--- src/rtl/mc_ctrl_pkg.sv ---
// Shared definitions for the multicycle control sequencer: state encodings,
// opcode map, ALU/mux select codes and the bundled control-output record.
package mc_ctrl_pkg;

  localparam int CTRL_STATE_W = 4;

  // One state per clock of the fetch/decode/execute/memory/writeback walk
  typedef enum logic [CTRL_STATE_W-1:0] {
    ST_RESET    = 4'd0,
    ST_FETCH    = 4'd1,
    ST_DECODE   = 4'd2,
    ST_EXEC_R   = 4'd3,
    ST_WB_R     = 4'd4,
    ST_MEM_ADDR = 4'd5,
    ST_MEM_RD   = 4'd6,
    ST_WB_MEM   = 4'd7,
    ST_MEM_WR   = 4'd8,
    ST_BRANCH   = 4'd9,
    ST_JUMP     = 4'd10,
    ST_HALT     = 4'd11
  } state_t;

  // Opcodes 0x0-0x7 are R-type; 0xD and 0xE are undefined
  localparam logic [3:0] OP_LW   = 4'h8;
  localparam logic [3:0] OP_SW   = 4'h9;
  localparam logic [3:0] OP_BEQ  = 4'hA;
  localparam logic [3:0] OP_BNE  = 4'hB;
  localparam logic [3:0] OP_J    = 4'hC;
  localparam logic [3:0] OP_HALT = 4'hF;

  localparam logic [2:0] ALU_ADD = 3'd0;
  localparam logic [2:0] ALU_SUB = 3'd1;

  localparam logic [1:0] PCSRC_ALU    = 2'd0;
  localparam logic [1:0] PCSRC_ALUOUT = 2'd1;
  localparam logic [1:0] PCSRC_JUMP   = 2'd2;

  localparam logic [1:0] SRCB_REG    = 2'd0;
  localparam logic [1:0] SRCB_CONST2 = 2'd1;
  localparam logic [1:0] SRCB_OFFSET = 2'd2;

  // Every control line the sequencer drives, decoded as one unit
  typedef struct packed {
    logic       irWrite;
    logic       iorD;
    logic       memRead;
    logic       memWrite;
    logic       pcWrite;
    logic       pcWriteCond;
    logic       branchNe;
    logic [1:0] pcSrc;
    logic       aluSrcA;
    logic [1:0] aluSrcB;
    logic [2:0] aluOp;
    logic       regDstWrite;
    logic       regWrite;
    logic       memToReg;
    logic       halted;
    logic       illegal;
  } ctrl_out_t;

  function automatic logic isRType(input logic [3:0] op);
    return ~op[3];
  endfunction

  function automatic logic isIllegalOp(input logic [3:0] op);
    return (op == 4'hD) || (op == 4'hE);
  endfunction

endpackage

--- src/rtl/mc_ctrl_if.sv ---
// Control bus between the sequencer (master) and the datapath/register file
// (slave). C_MemReady exists only when CTRL_MEMWAIT_EN is defined.
interface mc_ctrl_if;
  logic [3:0] D_Opcode;
`ifdef CTRL_MEMWAIT_EN
  logic       C_MemReady;
`endif
  logic       C_IRWrite;
  logic       C_IorD;
  logic       C_MemRead;
  logic       C_MemWrite;
  logic       C_PCWrite;
  logic       C_PCWriteCond;
  logic       C_BranchNe;
  logic [1:0] C_PCSrc;
  logic       C_ALUSrcA;
  logic [1:0] C_ALUSrcB;
  logic [2:0] C_ALUOp;
  logic       C_RegDstWrite;
  logic       C_RegWrite;
  logic       C_MemToReg;
  logic       C_Halted;
  logic       C_Illegal;

  modport master (
`ifdef CTRL_MEMWAIT_EN
    input  C_MemReady,
`endif
    input  D_Opcode,
    output C_IRWrite, C_IorD, C_MemRead, C_MemWrite,
    output C_PCWrite, C_PCWriteCond, C_BranchNe, C_PCSrc,
    output C_ALUSrcA, C_ALUSrcB, C_ALUOp,
    output C_RegDstWrite, C_RegWrite, C_MemToReg,
    output C_Halted, C_Illegal
  );

  modport slave (
`ifdef CTRL_MEMWAIT_EN
    output C_MemReady,
`endif
    output D_Opcode,
    input  C_IRWrite, C_IorD, C_MemRead, C_MemWrite,
    input  C_PCWrite, C_PCWriteCond, C_BranchNe, C_PCSrc,
    input  C_ALUSrcA, C_ALUSrcB, C_ALUOp,
    input  C_RegDstWrite, C_RegWrite, C_MemToReg,
    input  C_Halted, C_Illegal
  );
endinterface

--- src/rtl/mc_ctrl_outdec.sv ---
// Moore output decoder: maps the current state and latched opcode onto every
// control line. With CTRL_MEMWAIT_EN, PC/IR writes in FETCH wait for memory.
module mc_ctrl_outdec
  import mc_ctrl_pkg::*;
(
  input  state_t     i_state,
  input  logic [3:0] i_opcode,
  input  logic       i_illegalPending,
`ifdef CTRL_MEMWAIT_EN
  input  logic       i_memReady,
`endif
  output ctrl_out_t  o_ctrl
);

  logic w_fetchGo;

`ifdef CTRL_MEMWAIT_EN
  assign w_fetchGo = i_memReady;
`else
  assign w_fetchGo = 1'b1;
`endif

  // Everything defaults to 0, so RESET (and any unused code) drives nothing
  always_comb begin
    o_ctrl = '0;
    case (i_state)
      ST_FETCH: begin
        o_ctrl.memRead = 1'b1;
        o_ctrl.irWrite = w_fetchGo;
        o_ctrl.aluSrcB = SRCB_CONST2;
        o_ctrl.aluOp   = ALU_ADD;
        o_ctrl.pcSrc   = PCSRC_ALU;
        o_ctrl.pcWrite = w_fetchGo;
        o_ctrl.illegal = i_illegalPending;
      end
      ST_DECODE: begin
        o_ctrl.aluSrcB = SRCB_OFFSET;
        o_ctrl.aluOp   = ALU_ADD;
      end
      ST_EXEC_R: begin
        o_ctrl.aluSrcA = 1'b1;
        o_ctrl.aluSrcB = SRCB_REG;
        o_ctrl.aluOp   = i_opcode[2:0];
      end
      ST_WB_R: begin
        o_ctrl.regWrite    = 1'b1;
        o_ctrl.regDstWrite = 1'b1;
      end
      ST_MEM_ADDR: begin
        o_ctrl.aluSrcA = 1'b1;
        o_ctrl.aluSrcB = SRCB_OFFSET;
        o_ctrl.aluOp   = ALU_ADD;
      end
      ST_MEM_RD: begin
        o_ctrl.memRead = 1'b1;
        o_ctrl.iorD    = 1'b1;
      end
      ST_WB_MEM: begin
        o_ctrl.regWrite = 1'b1;
        o_ctrl.memToReg = 1'b1;
      end
      ST_MEM_WR: begin
        o_ctrl.memWrite = 1'b1;
        o_ctrl.iorD     = 1'b1;
      end
      ST_BRANCH: begin
        o_ctrl.aluSrcA     = 1'b1;
        o_ctrl.aluSrcB     = SRCB_REG;
        o_ctrl.aluOp       = ALU_SUB;
        o_ctrl.pcWriteCond = 1'b1;
        o_ctrl.pcSrc       = PCSRC_ALUOUT;
        o_ctrl.branchNe    = (i_opcode == OP_BNE);
      end
      ST_JUMP: begin
        o_ctrl.pcWrite = 1'b1;
        o_ctrl.pcSrc   = PCSRC_JUMP;
      end
      ST_HALT: o_ctrl.halted = 1'b1;
      default: ;
    endcase
  end

endmodule

--- src/rtl/mc_control_unit.sv ---
// Multicycle control sequencer: state register, opcode latch and next-state
// logic; output decoding lives in mc_ctrl_outdec. Optional memory wait
// states are enabled with CTRL_MEMWAIT_EN.
module mc_control_unit
  import mc_ctrl_pkg::*;
#(
  parameter int STATE_W = CTRL_STATE_W
) (
  input  logic      clk,
  input  logic      rst,
  mc_ctrl_if.master bus
);

  logic [STATE_W-1:0] r_state;
  logic [3:0]         r_opcode;
  logic               r_illegal;
  state_t             w_state;
  state_t             w_nextState;
  logic               w_memReady;
  ctrl_out_t          w_ctrl;

  assign w_state = state_t'(r_state[CTRL_STATE_W-1:0]);

`ifdef CTRL_MEMWAIT_EN
  assign w_memReady = bus.C_MemReady;
`else
  assign w_memReady = 1'b1;
`endif

  // Next-state walk; memory states only advance once memory is ready
  always_comb begin
    w_nextState = w_state;
    case (w_state)
      ST_RESET:  w_nextState = ST_FETCH;
      ST_FETCH:  if (w_memReady) w_nextState = ST_DECODE;
      ST_DECODE: begin
        if (isRType(bus.D_Opcode)) begin
          w_nextState = ST_EXEC_R;
        end else begin
          case (bus.D_Opcode)
            OP_LW, OP_SW:   w_nextState = ST_MEM_ADDR;
            OP_BEQ, OP_BNE: w_nextState = ST_BRANCH;
            OP_J:           w_nextState = ST_JUMP;
            OP_HALT:        w_nextState = ST_HALT;
            default:        w_nextState = ST_FETCH;
          endcase
        end
      end
      ST_EXEC_R:   w_nextState = ST_WB_R;
      ST_WB_R:     w_nextState = ST_FETCH;
      ST_MEM_ADDR: w_nextState = (r_opcode == OP_LW) ? ST_MEM_RD : ST_MEM_WR;
      ST_MEM_RD:   if (w_memReady) w_nextState = ST_WB_MEM;
      ST_WB_MEM:   w_nextState = ST_FETCH;
      ST_MEM_WR:   if (w_memReady) w_nextState = ST_FETCH;
      ST_BRANCH:   w_nextState = ST_FETCH;
      ST_JUMP:     w_nextState = ST_FETCH;
      ST_HALT:     w_nextState = ST_HALT;
      default:     w_nextState = ST_RESET;
    endcase
  end

  // State register; reset drops straight to RESET so all outputs clear at once
  always_ff @(posedge clk or posedge rst) begin
    if (rst) r_state <= STATE_W'(ST_RESET);
    else     r_state <= STATE_W'(w_nextState);
  end

  // Opcode latch on the DECODE edge, plus a one-shot flag for an illegal opcode
  always_ff @(posedge clk or posedge rst) begin
    if (rst) begin
      r_opcode  <= 4'h0;
      r_illegal <= 1'b0;
    end else begin
      if (w_state == ST_DECODE) r_opcode <= bus.D_Opcode;
      r_illegal <= (w_state == ST_DECODE) && isIllegalOp(bus.D_Opcode);
    end
  end

  mc_ctrl_outdec u_outdec (
    .i_state          (w_state),
    .i_opcode         (r_opcode),
    .i_illegalPending (r_illegal),
`ifdef CTRL_MEMWAIT_EN
    .i_memReady       (w_memReady),
`endif
    .o_ctrl           (w_ctrl)
  );

  assign bus.C_IRWrite     = w_ctrl.irWrite;
  assign bus.C_IorD        = w_ctrl.iorD;
  assign bus.C_MemRead     = w_ctrl.memRead;
  assign bus.C_MemWrite    = w_ctrl.memWrite;
  assign bus.C_PCWrite     = w_ctrl.pcWrite;
  assign bus.C_PCWriteCond = w_ctrl.pcWriteCond;
  assign bus.C_BranchNe    = w_ctrl.branchNe;
  assign bus.C_PCSrc       = w_ctrl.pcSrc;
  assign bus.C_ALUSrcA     = w_ctrl.aluSrcA;
  assign bus.C_ALUSrcB     = w_ctrl.aluSrcB;
  assign bus.C_ALUOp       = w_ctrl.aluOp;
  assign bus.C_RegDstWrite = w_ctrl.regDstWrite;
  assign bus.C_RegWrite    = w_ctrl.regWrite;
  assign bus.C_MemToReg    = w_ctrl.memToReg;
  assign bus.C_Halted      = w_ctrl.halted;
  assign bus.C_Illegal     = w_ctrl.illegal;

endmodule

--- src/flat_wrapper.sv ---
// flat-port wrapper written by rule: the top's interface ports become plain ports
module mc_control_unit_flat import mc_ctrl_pkg::*;
#(
  parameter int STATE_W = CTRL_STATE_W
)
  (clk, rst, bus_D_Opcode, bus_C_IRWrite, bus_C_IorD, bus_C_MemRead, bus_C_MemWrite, bus_C_PCWrite, bus_C_PCWriteCond, bus_C_BranchNe, bus_C_PCSrc, bus_C_ALUSrcA, bus_C_ALUSrcB, bus_C_ALUOp, bus_C_RegDstWrite, bus_C_RegWrite, bus_C_MemToReg, bus_C_Halted, bus_C_Illegal);
  mc_ctrl_if bus_i ();
  input  logic clk;
  input  logic rst;
  input wire logic [$bits(bus_i.D_Opcode)-1:0] bus_D_Opcode;
  output wire logic [$bits(bus_i.C_IRWrite)-1:0] bus_C_IRWrite;
  output wire logic [$bits(bus_i.C_IorD)-1:0] bus_C_IorD;
  output wire logic [$bits(bus_i.C_MemRead)-1:0] bus_C_MemRead;
  output wire logic [$bits(bus_i.C_MemWrite)-1:0] bus_C_MemWrite;
  output wire logic [$bits(bus_i.C_PCWrite)-1:0] bus_C_PCWrite;
  output wire logic [$bits(bus_i.C_PCWriteCond)-1:0] bus_C_PCWriteCond;
  output wire logic [$bits(bus_i.C_BranchNe)-1:0] bus_C_BranchNe;
  output wire logic [$bits(bus_i.C_PCSrc)-1:0] bus_C_PCSrc;
  output wire logic [$bits(bus_i.C_ALUSrcA)-1:0] bus_C_ALUSrcA;
  output wire logic [$bits(bus_i.C_ALUSrcB)-1:0] bus_C_ALUSrcB;
  output wire logic [$bits(bus_i.C_ALUOp)-1:0] bus_C_ALUOp;
  output wire logic [$bits(bus_i.C_RegDstWrite)-1:0] bus_C_RegDstWrite;
  output wire logic [$bits(bus_i.C_RegWrite)-1:0] bus_C_RegWrite;
  output wire logic [$bits(bus_i.C_MemToReg)-1:0] bus_C_MemToReg;
  output wire logic [$bits(bus_i.C_Halted)-1:0] bus_C_Halted;
  output wire logic [$bits(bus_i.C_Illegal)-1:0] bus_C_Illegal;
  assign bus_i.D_Opcode = bus_D_Opcode;
  assign bus_C_IRWrite = bus_i.C_IRWrite;
  assign bus_C_IorD = bus_i.C_IorD;
  assign bus_C_MemRead = bus_i.C_MemRead;
  assign bus_C_MemWrite = bus_i.C_MemWrite;
  assign bus_C_PCWrite = bus_i.C_PCWrite;
  assign bus_C_PCWriteCond = bus_i.C_PCWriteCond;
  assign bus_C_BranchNe = bus_i.C_BranchNe;
  assign bus_C_PCSrc = bus_i.C_PCSrc;
  assign bus_C_ALUSrcA = bus_i.C_ALUSrcA;
  assign bus_C_ALUSrcB = bus_i.C_ALUSrcB;
  assign bus_C_ALUOp = bus_i.C_ALUOp;
  assign bus_C_RegDstWrite = bus_i.C_RegDstWrite;
  assign bus_C_RegWrite = bus_i.C_RegWrite;
  assign bus_C_MemToReg = bus_i.C_MemToReg;
  assign bus_C_Halted = bus_i.C_Halted;
  assign bus_C_Illegal = bus_i.C_Illegal;
  mc_control_unit #(.STATE_W(STATE_W)) u_core (.clk(clk), .rst(rst), .bus(bus_i));
endmodule
--- config.mk ---
export PLATFORM = sky130hd
export DESIGN_NAME = mc_control_unit_flat
export DESIGN_NICKNAME = d
export VERILOG_FILES = /design/src/rtl/mc_ctrl_pkg.sv /design/src/rtl/mc_ctrl_if.sv /design/src/rtl/mc_ctrl_outdec.sv /design/src/rtl/mc_control_unit.sv /design/src/flat_wrapper.sv
export SDC_FILE = /design/constraint.sdc
export NUM_CORES = 1
export LEC_CHECK = 0
export BUFFER_PORTS_ARGS = -buffer_cell sky130_fd_sc_hd__buf_4
export CAP_MARGIN = 0
export CORE_MARGIN = 2
export CORE_UTILIZATION = 50
export CTS_BUF_LIST = sky130_fd_sc_hd__clkbuf_8
export DETAILED_ROUTE_END_ITERATION = 8
export HOLD_SLACK_MARGIN = 0.02
export PLACE_DENSITY = 0.83
export REMOVE_ABC_BUFFERS = 1
export SLEW_MARGIN = 20
export SYNTH_ARGS = -nofsm -noshare
export SYNTH_HDL_FRONTEND = slang
export SYNTH_SLANG_ARGS = --single-unit
--- constraint.sdc ---
create_clock -name clk -period 1.6 [get_ports clk]
set_clock_uncertainty 0.1 [all_clocks]
set_input_delay 0.24 -clock clk [delete_from_list [all_inputs] [get_ports clk]]
set_output_delay 0.24 -clock clk [all_outputs]
set_load 0.02 [all_outputs]
## Yosys cells after proc, flatten, opt, wreduce, memory -nomap -nowiden

Cells that the tools add are included.

- Register bits: 9
- Bits of input ports: 6
- Output and inout port bits: 20
- Word-level logic and storage cells: 54

- Eq/ne operators: 21
- Multiplexer cells: 18
- Reduce and logical (&&, ||, !) cells: 12

Operators with widths:

| cell | count |
|---|---|
| $eq 4x4->1 const B | 14 |
| $pmux 4 s7 | 1 |
| $pmux 5 s4 | 1 |
| $eq 4x3->1 const B | 4 |
| $pmux 4 s4 | 1 |
| $reduce_or 2->1 | 7 |
| $mux 1 | 11 |
| $eq 4x2->1 const B | 2 |
| $mux 4 | 2 |
| $reduce_or 6->1 | 1 |
| $eq 4x1->1 const B | 1 |
| $logic_not 4->1 | 1 |
| $pmux 2 s2 | 1 |
| $reduce_or 3->1 | 1 |
| $mux 2 | 1 |
| $logic_and 1x1->1 | 1 |
| $logic_or 1x1->1 | 1 |

## Depth between registers and ports, before layout

Gate-level depths: netlist (run 1).

- Depth in word-level cells: 5
- Gate-level depth with buffers: 5
- Depth with buffers taken out: 4

## Modules after synthesis

Synthesis (run 1) repeated with hierarchy kept, for this count alone.

- Cell total of the unflattened synthesis: 87
- Area total of the unflattened synthesis: 780.7 um^2

By module, submodules not included:

| module | times used | cells an instance | area each (um^2) | seq. area each (um^2) |
|---|---|---|---|---|
| mc_control_unit | 1 | 45 | 462.9 | 225.2 |
| mc_ctrl_outdec | 1 | 42 | 317.8 | 0.0 |

## Worst setup path after synthesis (run 1)

Ideal clock, no wire load.

- Path kind: register to output
- From: register u_core.r_state[2]
- To: output bus_C_BranchNe
- Data arrival time: 1464 ps
- Data required time: 1260 ps
- Setup slack: -204 ps
- Stages on the path, launching flop included: 4
- Path buffers: 1
- Cell sequence: dfrtp_1 -> nand2b_1 -> buf_6 -> nor4_1

- Cells in the longest elaborated chain, start to end: 2

Ends and longest elaborated chain:

| what | RTL line | RTL |
|---|---|---|
| start: declaration | mc_control_unit.sv:14 | `logic [STATE_W-1:0] r_state;` |
| start signal: assignment | mc_control_unit.sv:64 | `if (rst) r_state <= STATE_W'(ST_RESET);` |
| start signal: assignment | mc_control_unit.sv:65 | `else r_state <= STATE_W'(w_nextState);` |
| $eq 4x4->1 | mc_ctrl_outdec.sv:26 | `case (i_state)` |
| $mux 2 | mc_ctrl_outdec.sv:26 |  |
| end: declaration | flat_wrapper.sv:17 | `output wire logic [$bits(bus_i.C_BranchNe)-1:0] bus_C_BranchNe;` |

No other way between the ends.

## Final worst setup path (run 1)

- From: register u_core.r_state[2]
- To: output bus_C_MemRead

- Cells in the longest elaborated chain, start to end: 3
- Elaborated cells on any way between the ends: 4
- Classes of those cells: eq/ne: 2; mux: 1; reduce/logical: 1

Ends and longest elaborated chain:

| what | RTL line | RTL |
|---|---|---|
| $eq 4x1->1 / $eq 4x3->1 (equally long branches) | mc_ctrl_outdec.sv:26 |  |
| $reduce_or 2->1 (no line) * | -- |  |
| $mux 1 * | mc_ctrl_outdec.sv:26 |  |
| end: declaration | flat_wrapper.sv:13 | `output wire logic [$bits(bus_i.C_MemRead)-1:0] bus_C_MemRead;` |

Every way passes the cells marked *; elsewhere a longest branch is shown, timed or not.

==> results of run 1 <==
## per-layer routing
metal	vias up	wire, um	part of all wire (%)
met5	-	0	0
met4	0	178	5.9
met3	23	183	6.1
met2	64	1486	50
met1	423	1150	38
li1	384	-	-
## flip-flops by register name (all words and copies together), names as in the netlist
signal and flops:
u_core.r_state 4, u_core.r_opcode 4, u_core.r_illegal 1
## through the flow
step                cells  utilization, %
finish                144           93.90
global route          144           93.90
CTS                   139           83.49
detailed placement    130           71.58
global placement      130           71.58
floorplan              80               -
## worst max-delay path: stages (launching register included)
cell and delay, ns:
dfrtp_1 0.44, buf_6 0.20, nand2_2 0.08, nor2_1 0.09
a21oi_1 0.05, nor2_1 0.13, buf_4 0.17
## kinds of logic (layout without fill, tap and decap cells)
group	count (synthesis)	count (layout)	share of synthesized area, %
AOI/OAI and AO/OA	15	15	15.22
xor gates and xnor gates	2	2	2.423
buffers and inverters	10	53	8.995
DFF	9	9	31.14
muxes	4	4	6.055
and+or+nand+nor	46	46	36.16
## final cells by class
class / count / area [um^2]
repair buffers: 45 / 405.4
clock inverters: 1 / 3.754
well taps: 15 / 18.77
flip-flops and latches: 9 / 229.0
multi-input cells: 67 / 539.3
clock buffers: 3 / 41.29
fillers: 46 / 81.33
inverters: 4 / 15.01
## repair_timing
action	4_1_cts	5_1_grt
hold buffers	1	0
resized for setup	20	29
cloned	0	1
setup buffers	4	4
endpoints found under the hold margin	9	0
pin swaps	8	4
setup endpoints to repair	17	24
## power by group
group	leakage [nW]	switching (mW)	internal (mW)	total [mW]
Clock	0.0269	0.106	0.169	0.275
Sequential	0.108	0.142	0.334	0.476
Combinational	0.443	1.03	0.963	1.99
Total	0.579	1.28	1.47	2.74
## worst max path at each step
| stage | end | slack (ns) |
|---|---|---|
| floorplan | bus_C_Illegal | -0.39 |
| global placement | bus_C_ALUSrcB[1] | 0.09 |
| detailed placement | bus_C_ALUSrcB[1] | 0.07 |
| CTS | bus_C_Illegal | -0.1 |
| global route | bus_C_MemRead | -0.23 |
| finish | bus_C_MemRead | -0.15 |
## cell usage in the layout, fill, tap and decap left out, drive strengths merged, types with 2 or more instances in the layout
cell type  instances
and4               2
nand2b             5
or2                2
clkbuf             3
buf               44
a21oi              3
nor2              15
nor3               5
inv                5
nor2b              3
dfrtp              9
mux2               3
o21ai              4
nand2              8
o21bai             2
==> metrics, run 1 <==
Layout area overhead 73.18%; core area 1334 um^2; antenna violations before repair 0; Reg-to-Reg End u_core.r_state[3]; number of distinct library cells after synthesis 37; fmax 572.8 MHz; Port Buf Inserts 25; GRT overflow 0; ys flop type dfrtp_1; RR Startpoint u_core.r_state[2]; post-route setup slack -0.1457 ns; Inserted Clock Buffers 3; total power 2.744 mW; Clock Latency Late Sink 0.24 ns; drt wl/cell 20.83 um; Pwr Density 2191 nW/um^2; layout cells sized above 1 57.36%; root buf cell clkbuf_8; Synth area leader dfrtp_1; Worst Path Max Fanout 5; post-route cell area 1252 um^2; Max Cap Viol 0; Final Critical Period 1.746 ns; hold_sp bus_D_Opcode[2]; worst reg-to-reg path cell count 6; largest net degree at the start of global routing 11; Post-synth top cells nor2_1, dfrtp_1, nand2_1, inv_1, nand2b_1; largest cells by area after synthesis dfrtp_1, nor2_1, buf_6; critical path type reg -> out; Bufs on Longest Clock Path 2; EDFF count, synth 0; worst reg2reg setup slack 0.01 ns; Clk pin slew, worst setup/hold paths 0.05 ns; router iterations before antenna repair 4; vias in the first global route 815; WL final 2999 um; synth warn 0; Critical Path AT 1.41 ns; count leader, synth nor2_1; Final TNS setup -1.170 ns; Worst Tran Pin Value 0.3966 ns; gp weighted congestion 0.9096; routed vias 894; HPWL after detailed placement 1469 um; worst vdd ir 0.001688 V; GRT busiest layer met2; Rows 13; final net count 136; asr flop ratio synth 100.0%; depth of the CTS H-tree 1; Static Leak 0.5785 nW; Worst EP required 1.26 ns; status finished with violations; Post-DP Area 954.7 um^2; Routed Antenna Nets 0; failing checks negative setup slack; Top Ports 26; Hold EP u_core.r_illegal; Syn Std Cell Area 723.2 um^2; FF+latch count, synth 9; Startpoint Class flop; type of the most critical hold path in -> reg; Gate Count Post-Synth 86; RSZ-0062 raised after global routing yes; Syn Area/Cell 8.409 um^2; Worst setup EP type output port; Synth top area share 31.14%; crit path from u_core.r_state[2]; chip height 42.03 um; TritonCTS clock tree yes; period utilization 109.1%; Final Max Slew Viols 0; clk sink count 9; Hold WS 0.1591 ns; GR Util met3 3.448%; global-route wire length before repair 3850 um; Antenna diodes 0; hold path cells 3; post-place setup slack 0.07068 ns; sequential share of the synthesized area 31.14%; met2 Use GR 52.19%; initial core utilization 54.22%; GRT Util Overall 29.06%; drt drc 0; slew margin rel. 73.47%; total die area 1767 um^2; met1 usage 34.43%; vias per inst 6.208; Final setup viols 19; Iteration-0 DRC Markers 44; chip width 42.03 um; final hold viol count 0
Power figures use the tool's default switching activity.
==> inputs of run 2 (changes only) <==
--- a/config.mk
+++ b/config.mk
@@ -9,7 +9,7 @@
 export CAP_MARGIN = 0
 export CORE_MARGIN = 2
 export CORE_UTILIZATION = 50
-export CTS_BUF_LIST = sky130_fd_sc_hd__clkbuf_8
+export CTS_BUF_LIST = sky130_fd_sc_hd__clkbuf_2
 export DETAILED_ROUTE_END_ITERATION = 8
 export HOLD_SLACK_MARGIN = 0.02
 export PLACE_DENSITY = 0.83
==> run 2 against run 1 <==
- the run now fails in global routing
- synthesized cell count unchanged
- synthesized area unchanged
==> metrics, run 2 <==
status aborted with a tool error; failing step global routing; Log Error [ERROR DPL-0033] detailed placement checks failed during check placement.; root buf cell clkbuf_2; chip width 42.03 um (unchanged); synth warn 0 (unchanged); Gate Count Post-Synth 86 (unchanged); number of distinct library cells after synthesis 37 (unchanged); EDFF count, synth 0 (unchanged); initial core utilization 54.22% (unchanged); clk sink count 9 (unchanged); HPWL after detailed placement 1469 um (unchanged); ys flop type dfrtp_1; # placed instances 130 (unchanged); Synth top area share 31.14% (unchanged); Bufs on Longest Clock Path 2 (unchanged); Syn Area/Cell 8.409 um^2 (unchanged); sequential share of the synthesized area 31.14% (unchanged); worst endpoint after global-route timing repair bus_C_ALUSrcA; asr flop ratio synth 100.0% (unchanged); gp weighted congestion 0.9096 (unchanged); Post-synth top cells nor2_1, dfrtp_1, nand2_1, inv_1, nand2b_1; Rows 13 (unchanged); Inserted Clock Buffers 3 (unchanged); FF+latch count, synth 9 (unchanged); antenna violations before repair 0; Synth area leader dfrtp_1; count leader, synth nor2_1; largest net degree at the start of global routing 11; depth of the CTS H-tree 1 (unchanged); Port Buf Inserts 25 (unchanged); Worst endpoint type output port; largest cells by area after synthesis dfrtp_1, nor2_1, buf_6; Syn Std Cell Area 723.2 um^2 (unchanged); chip height 42.03 um (unchanged); Top Ports 26 (unchanged)
run 2: cell families after synthesis:
| family | count (synthesis) | share of synthesized area, % |
|---|---|---|
| AOI/OAI and AO/OA | 15 | 15.22 |
| xor gates and xnor gates | 2 | 2.423 |
| muxes | 4 | 6.055 |
| buffers and inverters | 10 | 8.995 |
| and+or+nand+nor | 46 | 36.16 |
| DFF | 9 | 31.14 |
run 2: repair_timing:
action                                 in CTS
endpoints found under the hold margin       9
pin swaps                                   8
gates resized for setup                    21
setup endpoints to repair                  20
hold buffers                                1
setup buffers                               6
run 2: metrics by stage:
stage | instance area (um^2) | worst slack [ns]
floorplan | 673.1 | -0.3859
global placement | 954.7 | 0.08902
detailed placement | 954.7 | 0.07068
CTS | 1106 | -0.1460
==> inputs of run 3 (changes only) <==
--- a/config.mk
+++ b/config.mk
@@ -7,12 +7,10 @@
 export LEC_CHECK = 0
 export BUFFER_PORTS_ARGS = -buffer_cell sky130_fd_sc_hd__buf_4
 export CAP_MARGIN = 0
-export CORE_MARGIN = 2
-export CORE_UTILIZATION = 50
-export CTS_BUF_LIST = sky130_fd_sc_hd__clkbuf_2
+export CORE_AREA = 2 2 63 65
 export DETAILED_ROUTE_END_ITERATION = 8
-export HOLD_SLACK_MARGIN = 0.02
-export PLACE_DENSITY = 0.83
+export DIE_AREA = 0 0 65 67
+export PLACE_DENSITY_LB_ADDON = 0.15
 export REMOVE_ABC_BUFFERS = 1
 export SLEW_MARGIN = 20
 export SYNTH_ARGS = -nofsm -noshare
==> run 3 against run 2 <==
- the flow now finishes, with violations (negative setup slack)
==> metrics, run 3 (synthesis gave the netlist of run 1 again) <==
Rows 22 (+9); biggest regs u_core.r_opcode (4), u_core.r_state (4), u_core.r_illegal (1); Final Max Slew Viols 0; slew margin rel. 71.56%; fmax 597.1 MHz; Worst Tran Pin Value 0.4234 ns; chip width 65 um (+55%); total power 2.696 mW; router iterations before antenna repair 4; layout cells sized above 1 59.38%; worst reg2reg setup slack 0.08 ns; Final Util 36.99%; Max Cap Viol 0; GRT Util Overall 11.03%; root buf cell clkbuf_8; hold_sp bus_D_Opcode[0]; Antenna diodes 0; Worst setup EP type output port; critical path type reg -> out; Final Critical Period 1.675 ns; initial core utilization 20.06% (-34 points); hold path cells 2; depth of the CTS H-tree 1 (unchanged); TritonCTS clock tree yes; Reg-to-Reg End u_core.r_opcode[1]; family with the most delay on the worst path flip-flops; type of the most critical hold path in -> reg; crit path cell chain nor2b_2 > o311a_1 > buf_4; # placed instances 165 (+27%); failing checks negative setup slack; clk sink count 9 (unchanged); global-route wire length before repair 3629 um; core area 3606 um^2; post-route cell area 1334 um^2; Pwr Density 2022 nW/um^2; post-route setup slack -0.07471 ns; period utilization 104.7%; Routed Antenna Nets 0; routed vias 749; RSZ-0062 raised after global routing yes; commonest cells after routing, fill and taps aside buf_4, buf_6, dfrtp_1; Clock Latency Late Sink 0.24 ns; Static Leak 0.5941 nW; final hold viol count 0; vias per inst 4.256; Post-DP Area 1023 um^2 (+7.2%); drt wl/cell 12.37 um; Clk pin slew, worst setup/hold paths 0.05 ns; Finished Layout Cells 176; Final setup viols 13; Startpoint Class flop; Iteration-0 DRC Markers 21; RR Startpoint u_core.r_state[3]; GRT overflow 0; largest net degree at the start of global routing 10; Final TNS setup -0.5120 ns; Port Buf Inserts 25 (unchanged); antenna violations before repair 0; total die area 4355 um^2; vias in the first global route 760; drt drc 0; gp weighted congestion 0.7578 (-17%); Worst EP required 1.26 ns; Bufs on Longest Clock Path 2 (unchanged); commonest non-fill, non-tap cell in the layout buf_4; worst vdd ir 0.0004649 V; Top Ports 26 (unchanged); Hold EP u_core.r_opcode[0]; chip height 67 um (+59%); Critical Path AT 1.33 ns; WL final 2177 um; Inserted Clock Buffers 3 (unchanged); Layout area overhead 84.43%; fillers 369; worst reg-to-reg path cell count 4; HPWL after detailed placement 1689 um (+15%); Hold WS 0.1434 ns; Worst Path Max Fanout 4; Buf/Inv on CP 1; critical path's largest stage delay 0.42 ns; post-place setup slack 0.09118 ns (+0.02050 ns); status finished with violations; final net count 135; slowest library cell on the worst path dfrtp_1
==> run 3: worst register-to-register path: stages, from the launching register on <==
cell	delay [ns]
dfrtp_2	0.46
buf_12	0.16
nor3_4	0.19
buf_4	0.17
mux2_1	0.32
==> run 3: per-layer routing <==
| layer | GRT usage, % | vias up | routed length, um |
|---|---|---|---|
| met1 | 13.52 | 343 | 952 |
| met2 | 18.17 | 22 | 1078 |
| met4 | 5.585 | 0 | 38 |
| li1 | - | 379 | - |
| met5 | 0 | - | 0 |
| met3 | 2.365 | 5 | 107 |
==> run 3: power breakdown <==
group,switching (mW),leakage [nW],internal (mW)
Clock,0.0986,0.0255,0.170
Sequential,0.127,0.110,0.332
Combinational,0.974,0.459,0.994
Total,1.20,0.594,1.50
==> run 3: what timing repair did <==
item	4_1_cts	5_1_grt
hold endpoints to repair	9	0
hold buffers	1	0
gates cloned	0	0
buffers inserted	3	4
setup endpoints to repair	19	22
pin swaps	12	5
gates resized for setup	31	24
==> run 3: worst max-delay path by stage <==
stage | from | to | slack, ns | cells past startpoint
after floorplan | u_core.r_state[1] | bus_C_Illegal | -0.39 | 3
after global placement | u_core.r_state[0] | bus_C_BranchNe | 0.09 | 3
after detailed placement | u_core.r_state[3] | u_core.r_opcode[2] | 0.09 | 4
after CTS | u_core.r_state[3] | bus_C_ALUSrcB[1] | -0.07 | 4
after global routing | u_core.r_state[3] | bus_C_ALUSrcB[1] | -0.13 | 4
final | u_core.r_state[1] | bus_C_ALUSrcA | -0.07 | 3
==> run 3: final cells by class <==
class                      count  area (um^2)  share of cell area, %
multi-input combinational     67        568.0                  42.59
timing repair buffer          44        416.7                  31.24
sequential                     9        227.7                  17.07
tap                           48        60.06                  4.503
clock buffer                   3        41.29                  3.096
inverter                       4        15.01                  1.126
clock inverter                 1        5.005                 0.3752
==> inputs of run 4 (changes only) <==
--- a/config.mk
+++ b/config.mk
@@ -10,7 +10,7 @@
 export CORE_AREA = 2 2 63 65
 export DETAILED_ROUTE_END_ITERATION = 8
 export DIE_AREA = 0 0 65 67
-export PLACE_DENSITY_LB_ADDON = 0.15
+export PLACE_DENSITY = 0.46
 export REMOVE_ABC_BUFFERS = 1
 export SLEW_MARGIN = 20
 export SYNTH_ARGS = -nofsm -noshare
==> run 4 against run 3 <==
- flip-flop and latch count is the same
- power shrank 5.7%
- sequential power about the same
- combinational power fell by 8%
- non-clock buffer count fell by 2
- largest cell class unchanged
- the flow still finishes with violations (negative setup slack)
- global-route usage shrank 1.1 points
- clock power about the same
- sequential share of layout area increased by 1.3 points
==> metrics, run 4 (synthesis gave the netlist of run 1 again) <==
chip width 65 um (unchanged); period utilization 104.5% (-0.16 points); vias in the first global route 681 (-10%); Layout area overhead 72.32%; RR Startpoint u_core.r_state[3]; final net count 133 (-1.5%); post-place setup slack 0.07461 ns (-0.01657 ns); commonest non-fill, non-tap cell in the layout buf_4; TritonCTS clock tree yes; Most Frequent Cell on Critical Path buf_6; Worst Path Max Fanout 5 (+1); Critical Path AT 1.33 ns (about the same); part of the power in registers 18.0% (+1.0 points); post-route setup slack -0.07211 ns (+0.002597 ns); Clk pin slew, worst setup/hold paths 0.05 ns (about the same); RSZ-0062 raised after global routing yes; Inserted Clock Buffers 3 (unchanged); Rows 22 (unchanged); slew margin rel. 75.88% (+4.3 points); antenna violations before repair 0 (unchanged); hold path cells 3 (+1); GRT overflow 0 (unchanged); critical path type reg -> out; Hold WS 0.1672 ns (+0.02375 ns); Reg-to-Reg End u_core.r_opcode[2]; largest net degree at the start of global routing 16 (+6); Max Cap Viol 0 (unchanged); vias per inst 4.328 (+1.7%); root buf cell clkbuf_8; router iterations before antenna repair 4 (unchanged); Iteration-0 DRC Markers 10 (-52%); Final Util 34.56% (-2.4 points); Worst setup EP type output port; final hold viol count 0 (unchanged); worst reg-to-reg path cell count 5 (+1); HPWL after detailed placement 1542 um (-8.7%); worst reg2reg setup slack 0.07 ns (about the same); Port Buf Inserts 25 (unchanged); Routed Antenna Nets 0 (unchanged); commonest cells after routing, fill and taps aside buf_4, buf_6, nor2_1; Final setup viols 14 (+1); biggest regs u_core.r_opcode (4), u_core.r_state (4), u_core.r_illegal (1); Buf/Inv on CP 2 (+1); worst vdd ir 0.0007026 V (+51%); Static Leak 0.5574 nW (-6.2%); Worst EP required 1.26 ns (about the same); GRT Util Overall 9.882% (-1.1 points); critical path's largest stage delay 0.45 ns (+0.03 ns); Clock Latency Late Sink 0.23 ns (about the same); depth of the CTS H-tree 1 (unchanged); hold_sp bus_D_Opcode[2]; global-route wire length before repair 3194 um (-12%); Internal 1.443 mW (-3.6%); chip height 67 um (unchanged); status finished with violations; layout cells sized above 1 54.76% (-4.6 points); fillers 386 (+4.6%); Final Max Slew Viols 0 (unchanged); fmax 598.0 MHz (+0.16%); Worst Tran Pin Value 0.3614 ns (-0.06198 ns); crit path cell chain buf_6 > nor3_4 > and2_1 > buf_6; family with the most delay on the worst path flip-flops; gp weighted congestion 0.8830 (+17%); Startpoint Class flop; clock share of power 10.5% (+0.5 points); clk sink count 9 (unchanged); WL final 2114 um (-2.9%); core area 3606 um^2 (unchanged); initial core utilization 20.06% (unchanged); slowest library cell on the worst path dfrtp_2; logic gate share of total power 71.5% (-1.5 points); Final Critical Period 1.672 ns (-0.002596 ns); Switch Pwr 1.099 mW (-8.3%); drt drc 0 (unchanged); Bufs on Longest Clock Path 2 (unchanged); total die area 4355 um^2 (unchanged); drt wl/cell 12.15 um (-1.8%); type of the most critical hold path in -> reg; switching share of power 43.24% (-1.2 points); routed vias 753 (+0.53%); Hold EP u_core.r_illegal; failing checks negative setup slack; Pwr Density 2040 nW/um^2 (+0.90%); Antenna diodes 0 (unchanged); Top Ports 26 (unchanged)
[run 4: cell types whose count changed in the layout (fill, tap and decap cells not counted), moves of 2 or more]
cell / delta
mux2_4: +2
buf_6: -3
mux2_1: -2
nor2_1: +5
nor2_4: -4
buf_4: +2
[run 4: stage by stage]
stage | total power [mW] | TNS, ns | cell area [um^2] | std cells
4_1_cts | 2.380 | -0.6226 | 1171 | 173
2_1_floorplan | 1.236 | -1.195 | 673.1 | 80
6_report | 2.542 | -0.5602 | 1246 | 174
3_3_place_gp | 1.805 | 0 | 988.4 | 162
5_1_grt | 2.727 | -1.736 | 1246 | 174
3_5_place_dp | 1.808 | 0 | 988.4 | 162
[run 4: worst reg2reg max path, stage by stage (launching register included)]
cell and delay [ns]:
dfrtp_2 0.45, buf_6 0.16, nor3_4 0.17, buf_4 0.13, buf_6 0.11, mux2_4 0.29
[run 4: how the worst max path moves through the flow]
stage                       from                  to  slack, ns  cells past startpoint
3_3_place_gp   u_core.r_state[3]  u_core.r_opcode[2]       0.07                      4
5_1_grt        u_core.r_state[3]    bus_C_ALUSrcB[1]      -0.14                      4
6_report       u_core.r_state[3]       bus_C_Illegal      -0.07                      4
2_1_floorplan  u_core.r_state[1]       bus_C_Illegal      -0.39                      3
3_5_place_dp   u_core.r_state[3]    bus_C_ALUSrcB[1]       0.07                      4
4_1_cts        u_core.r_state[0]      bus_C_RegWrite      -0.07                      4
[run 4: area by class of cell]
class	instances	area (um^2)	area share, %
multi-input cells	67	519.2	41.67
repair buffers	42	377.9	30.32
flip-flops and latches	9	229.0	18.37
well taps	48	60.06	4.819
clock buffers	4	45.04	3.614
inverters	4	15.01	1.205
[run 4: timing repair]
| action | 4_1_cts | 5_1_grt |
|---|---|---|
| hold endpoints to repair | 9 | 0 |
| resized for setup | 23 | 18 |
| hold buffers | 1 | 0 |
| setup buffers | 6 | 1 |
| setup endpoints to repair | 19 | 19 |
| pin swaps | 9 | 4 |
[run 4: routing by layer]
layer / GRT usage, % / vias up / part of all wire (%)
met1: 12.18 / 348 / 45
met3: 3.378 / 4 / 6.2
met2: 15.34 / 23 / 47
met4: 4.787 / 0 / 1.1
li1: - / 378 / -
met5: 0 / - / 0
[run 4: power by group through the flow]
stage | logic, mW | clock network (mW) | registers, mW
4_1_cts | 1.66 | 0.277 | 0.441
5_1_grt | 1.96 | 0.290 | 0.478
2_1_floorplan | 0.756 | 0 | 0.480
3_3_place_gp | 1.38 | 0 | 0.429
3_5_place_dp | 1.38 | 0 | 0.429
6_report | 1.82 | 0.267 | 0.459
